**config.mk**
```make
export PLATFORM = sky130hd
export DESIGN_NAME = dmem_arbiter
export DESIGN_NICKNAME = d
export VERILOG_FILES = /design/src/rtl/dmem_arbiter.sv
export SDC_FILE = /design/constraint.sdc
export NUM_CORES = 1
export LEC_CHECK = 0
export CAP_MARGIN = 30
export CORE_AREA = 2 2 121 123
export CTS_CLUSTER_SIZE = 20
export DETAILED_ROUTE_END_ITERATION = 12
export DIE_AREA = 0 0 123 125
export GPL_ROUTABILITY_DRIVEN = 0
export PLACE_DENSITY_LB_ADDON = 0.25
export SLEW_MARGIN = 20
export SYNTH_ARGS = -nofsm -noshare
export SYNTH_HDL_FRONTEND = slang
export SYNTH_SLANG_ARGS = --single-unit
export TNS_END_PERCENT = 30
```
**constraint.sdc**
```tcl
create_clock -name clk -period 3.6 [get_ports clk]
set_input_delay 0.9 -clock clk [delete_from_list [all_inputs] [get_ports clk]]
set_output_delay 0.9 -clock clk [all_outputs]
set_load 0.03 [all_outputs]
```
**src/rtl/dmem_arbiter.sv**
```systemverilog
// Data-memory port arbiter between the CPU MEM stage and a loader, with
// round-robin fairness, a bounded loader bus lock and one-cycle read return.
module dmem_arbiter #(
    parameter int unsigned MAX_LOCK = 16
) (
    input  logic        clk,
    input  logic        reset,
    input  logic        cpu_req,
    input  logic        cpu_we,
    input  logic [29:0] cpu_addr,
    input  logic [3:0]  cpu_be,
    input  logic [31:0] cpu_wdata,
    output logic        cpu_gnt,
    output logic        cpu_stall,
    output logic        cpu_rvalid,
    output logic [31:0] cpu_rdata,
    input  logic        ldr_req,
    input  logic        ldr_we,
    input  logic        ldr_lock,
    input  logic [29:0] ldr_addr,
    input  logic [3:0]  ldr_be,
    input  logic [31:0] ldr_wdata,
    output logic        ldr_gnt,
    output logic        ldr_rvalid,
    output logic [31:0] ldr_rdata,
    output logic [29:0] d_addr,
    output logic        d_we,
    output logic [3:0]  d_be,
    output logic [31:0] d_wdata,
    input  logic [31:0] d_rdata
);

    localparam logic [0:0] ST_RR   = 1'b0;
    localparam logic [0:0] ST_LOCK = 1'b1;
    localparam logic [7:0] MAX_LOCK_C = 8'(MAX_LOCK);

    logic [0:0]  state_r;
    logic        last_ldr_r;
    logic        force_cpu_r;
    logic [7:0]  lock_cnt_r;
    logic [7:0]  lock_cnt_inc_s;
    logic        cpu_gnt_s;
    logic        ldr_gnt_s;
    logic        rd_pend_r;
    logic        rd_owner_r;
    logic [31:0] cpu_rdata_r;
    logic [31:0] ldr_rdata_r;

    assign lock_cnt_inc_s = lock_cnt_r + 8'd1;

    // Grant selection: loader owns the port while locked, otherwise round-robin
    always_comb begin
        cpu_gnt_s = 1'b0;
        ldr_gnt_s = 1'b0;
        case (state_r)
            ST_LOCK: begin
                if (ldr_req) begin
                    ldr_gnt_s = 1'b1;
                end else if (cpu_req) begin
                    cpu_gnt_s = 1'b1;
                end else begin
                    cpu_gnt_s = 1'b0;
                end
            end
            default: begin
                if (cpu_req && ldr_req) begin
                    if (force_cpu_r || last_ldr_r) begin
                        cpu_gnt_s = 1'b1;
                    end else begin
                        ldr_gnt_s = 1'b1;
                    end
                end else if (cpu_req) begin
                    cpu_gnt_s = 1'b1;
                end else if (ldr_req) begin
                    ldr_gnt_s = 1'b1;
                end else begin
                    cpu_gnt_s = 1'b0;
                end
            end
        endcase
    end

    // RAM port mux follows the granted requester; idle cycles never write
    always_comb begin
        if (ldr_gnt_s) begin
            d_addr  = ldr_addr;
            d_we    = ldr_we;
            d_be    = ldr_be;
            d_wdata = ldr_wdata;
        end else if (cpu_gnt_s) begin
            d_addr  = cpu_addr;
            d_we    = cpu_we;
            d_be    = cpu_be;
            d_wdata = cpu_wdata;
        end else begin
            d_addr  = cpu_addr;
            d_we    = 1'b0;
            d_be    = 4'b0000;
            d_wdata = cpu_wdata;
        end
    end

    assign cpu_gnt   = cpu_gnt_s;
    assign ldr_gnt   = ldr_gnt_s;
    assign cpu_stall = cpu_req & ~cpu_gnt_s;

    // Arbitration state: fairness bit, lock run length and forced CPU yield
    always_ff @(posedge clk or posedge reset) begin
        if (reset) begin
            state_r     <= ST_RR;
            last_ldr_r  <= 1'b1;
            lock_cnt_r  <= 8'd0;
            force_cpu_r <= 1'b0;
        end else begin
            force_cpu_r <= 1'b0;
            if (cpu_gnt_s) begin
                last_ldr_r <= 1'b0;
            end else if (ldr_gnt_s) begin
                last_ldr_r <= 1'b1;
            end else begin
                last_ldr_r <= last_ldr_r;
            end
            case (state_r)
                ST_LOCK: begin
                    if (ldr_gnt_s && ldr_lock) begin
                        if (lock_cnt_inc_s == MAX_LOCK_C) begin
                            state_r     <= ST_RR;
                            lock_cnt_r  <= 8'd0;
                            force_cpu_r <= cpu_req;
                        end else begin
                            lock_cnt_r <= lock_cnt_inc_s;
                        end
                    end else begin
                        state_r    <= ST_RR;
                        lock_cnt_r <= 8'd0;
                    end
                end
                default: begin
                    if (ldr_gnt_s && ldr_lock) begin
                        // A limit of one means the opening grant already exhausts the lock
                        if (MAX_LOCK_C == 8'd1) begin
                            force_cpu_r <= cpu_req;
                        end else begin
                            state_r    <= ST_LOCK;
                            lock_cnt_r <= 8'd1;
                        end
                    end else begin
                        state_r <= ST_RR;
                    end
                end
            endcase
        end
    end

    // Read return tracking: owner tag for next-cycle data and held rdata
    always_ff @(posedge clk or posedge reset) begin
        if (reset) begin
            rd_pend_r   <= 1'b0;
            rd_owner_r  <= 1'b0;
            cpu_rdata_r <= 32'd0;
            ldr_rdata_r <= 32'd0;
        end else begin
            rd_pend_r  <= (cpu_gnt_s & ~cpu_we) | (ldr_gnt_s & ~ldr_we);
            rd_owner_r <= ldr_gnt_s;
            if (rd_pend_r && !rd_owner_r) begin
                cpu_rdata_r <= d_rdata;
            end else begin
                cpu_rdata_r <= cpu_rdata_r;
            end
            if (rd_pend_r && rd_owner_r) begin
                ldr_rdata_r <= d_rdata;
            end else begin
                ldr_rdata_r <= ldr_rdata_r;
            end
        end
    end

    assign cpu_rvalid = rd_pend_r & ~rd_owner_r;
    assign ldr_rvalid = rd_pend_r & rd_owner_r;
    assign cpu_rdata  = cpu_rvalid ? d_rdata : cpu_rdata_r;
    assign ldr_rdata  = ldr_rvalid ? d_rdata : ldr_rdata_r;

endmodule

```
==> flow_summary.ini <==
[synth]
yosys.area.top_type = dfrtp_1
synth.most_common_cell = nand2_1
ys_warn_count = 0
synthSimpleGateAreaFrac_pct = 23.50
synthArstFlopShare_pct = 100.0
ys_types = 36
syn_inst = 431
ys_seq_area_share_pct = 49.20
synth_mux_area_share_pct = 18.39
yosys_register_bits = 77
synth_top_family_by_area = simple AND/OR/NAND/NOR gates
synthTopCellsByArea = dfrtp_1 (49%), nand2_1 (20%), mux2_2 (18%)
synth_commonest_cells = nand2_1 (204), dfrtp_1 (76), mux2_2 (64), clkbuf_1 (18), nand3_1 (9)
synth_nets = 604
synth_edf_count = 0
syn_area_um2 = 3919
synth_compound_area_share_pct = 4.630
yosys.area.top_type_share_pct = 48.53
synth-xor-area-share_pct = 0.8940
synthFlopType = dfrtp_1
synthAdderAreaFrac_pct = 0.6386
avgSynthCellArea_um2 = 9.092

[timing]
setup_viol = 0
worst_slack_ns = 0.08538
fin_skew_ns = 0.005013
rsz0062_at_grt = false
slew_headroom_pct = 54.48
fmax_mhz = 284.5
period_needed_ns = 3.515
slew_violations = 0
post-route-period-util_pct = 97.63
hold_viol_final = 0
tightest_slew_ns = 0.6818
tns_ns = 0

[power]
clkPwrFrac_pct = 21.8
switching_share_pct = 36.30
share_seq_of_total_power_pct = 30.2
power_leakage_uw = 0.003442
internal_power_uw = 2350
switching_power_uw = 1339
powerDensity_nw_per_um2 = 494.8
vdd_drop_max_mv = 0.2004
power.combinational.fraction_pct = 48.0

[worst_hold_path]
min_path_type = flop to flop
hold_path_depth = 1
hold_end = ldr_rdata_r[24]
hp-start = ldr_rdata_r[24]

[floorplanning]
core_um2 = 14200
ios = 307
die_area_um2 = 15380
die_h_um = 125
num_rows = 44
die_x_um = 123
initial_core_util_pct = 27.59

[layout]
drive_gt1_share_pct = 22.78
multi_input_area_um2 = 1886
seqCellArea_um2 = 1928
finalInstanceArea_um2 = 7455
fill_cells = 1274
area_delta_synth_final_pct = 90.23
nNetsFinal = 911

[grt]
grt_usage_pct = 19.72
grtUsageMet1_pct = 19.67
use_met3_pct = 6.934
grt_pass1_vias = 4323
grt-busiest-layer = met2
grt_pass1_wl_um = 22930
gr-total-overflow = 0
antenna_found_initial = 2
grt_start_max_net_pins = 37
gr-usage-met2_pct = 35.00

[critical_path]
path_buf_inv = 4
cp-start-kind = primary input
path_max_fanout = 25
reg2regPathDepth = 7
r2r_slack_ns = 1.62
crit_required_ns = 2.70
path_cells = clkdlybuf4s50_1 -> inv_2 -> o31ai_4 -> buf_4 -> nand2_1 -> nand2_1 -> buf_4
critPathKind = primary input to output port
worstSetupEndpointType = output port
r2r_start = last_ldr_r
cp_top_family = buffers and inverters
cpPeakStageDelay_ns = 0.51
crit_path_top_delay_cell = clkdlybuf4s50_1
rr_endpoint = lock_cnt_r[3]
arrival_ns = 2.61

[clocking]
cts.htree.levels = 3
clk_latency_ns = 0.33
numCtsBuffers = 9
ctsLongestPathBuffers = 2
post_cts_buffers = 0
cts_tree = done
cts_sinks = 77
clk_pin_slew_ns = 0.05
cts_hold_buffers = 0
cts_resized = 0
ctsRootBufferMaster = clkbuf_16

[placement]
pre_cts_slack_ns = 0.04896
numPortBuffers = 306
dpl_cell_area_um2 = 7178
dp_hpwl_um = 12750

[outcome]
run_status = finished clean

[job]
maxCapViolCount = 0

[route]
remaining_drc_errors = 0
drt_first_iter_violations = 137
ant_nets = 0
routed_via_density = 4.540
wl_per_cell_um = 16.75
routed-via-count = 4213
wl_um = 15540
drt_first_pass_iters = 4
## placed cells by master (no fill, tap or decap), types with 3 or more instances in the layout
| cell type | count |
|---|---|
| clkdlybuf4s50_1 | 238 |
| inv_2 | 3 |
| and2_1 | 3 |
| buf_12 | 10 |
| nand3_1 | 9 |
| nor2_1 | 7 |
| mux2_2 | 64 |
| nand2_1 | 204 |
| o21ai_0 | 8 |
| dfrtp_1 | 76 |
| a21oi_1 | 3 |
| clkbuf_16 | 9 |
| buf_4 | 70 |
## worst max-delay path by stage
stage	from	to	cells past startpoint
2_1_floorplan	cpu_req	cpu_gnt	6
3_3_place_gp	cpu_req	d_be[3]	7
3_5_place_dp	cpu_req	d_be[3]	7
4_1_cts	cpu_req	d_be[3]	7
5_1_grt	cpu_req	d_wdata[5]	8
6_report	cpu_req	d_wdata[29]	7
## worst reg2reg max path, cell delays in order, from the launching register on
cell     delay (ns)
dfstp_2        0.53
nor2_1         0.07
o31ai_4        0.32
inv_2          0.10
buf_4          0.26
a21oi_2        0.37
o21ai_0        0.16
o21ai_0        0.09
## power by group through the flow
| stage | clock, uW | sequential (uW) | combinational, uW |
|---|---|---|---|
| final | 805 | 1110 | 1770 |
| after global routing | 877 | 1130 | 1870 |
| after CTS | 840 | 1110 | 1790 |
| after detailed placement | 0 | 1130 | 1790 |
| after global placement | 0 | 1120 | 1770 |
| after floorplan | 0 | 1110 | 970 |
## routing by layer
layer	part of all wire [%]	routed length, um
met1	35	5416
met2	51	7944
met3	9.9	1537
met4	4.2	646
met5	0	0
## flip-flops by register name, summed over array words and instances (netlist names)
name / flops
lock_cnt_r: 8
cpu_rdata_r: 32
rd_owner_r: 1
rd_pend_r: 1
last_ldr_r: 1
ldr_rdata_r: 32
state_r: 1
force_cpu_r: 1
## kinds of logic after synthesis
family          after synthesis
buf+inv                      28
fa+ha+maj                     2
simple gates                233
flops                        77
xor+xnor                      4
mux                          64
compound gates               23
## metrics by stage
| step | hold slack [ns] | utilization, % | power, uW | cells |
|---|---|---|---|---|
| after CTS | 0.4959 | 52.42 | 3746 | 926 |
| after global placement | 0.4775 | 50.54 | 2885 | 911 |
| after floorplan | 0.5115 | - | 2080 | 431 |
| final | 0.4918 | 52.48 | 3688 | 928 |
| after global routing | 0.5071 | 52.48 | 3881 | 928 |
| after detailed placement | 0.4834 | 50.54 | 2914 | 911 |
## final cells by class
| class | count | area share (%) |
|---|---|---|
| antenna | 2 | 0.06714 |
| clock buffer | 11 | 3.256 |
| clock inverter | 4 | 0.3357 |
| inverter | 5 | 0.2518 |
| multi-input combinational | 326 | 25.29 |
| sequential | 77 | 25.86 |
| tap | 184 | 3.088 |
| timing repair buffer | 319 | 41.84 |
Power figures use the tool's default switching activity.
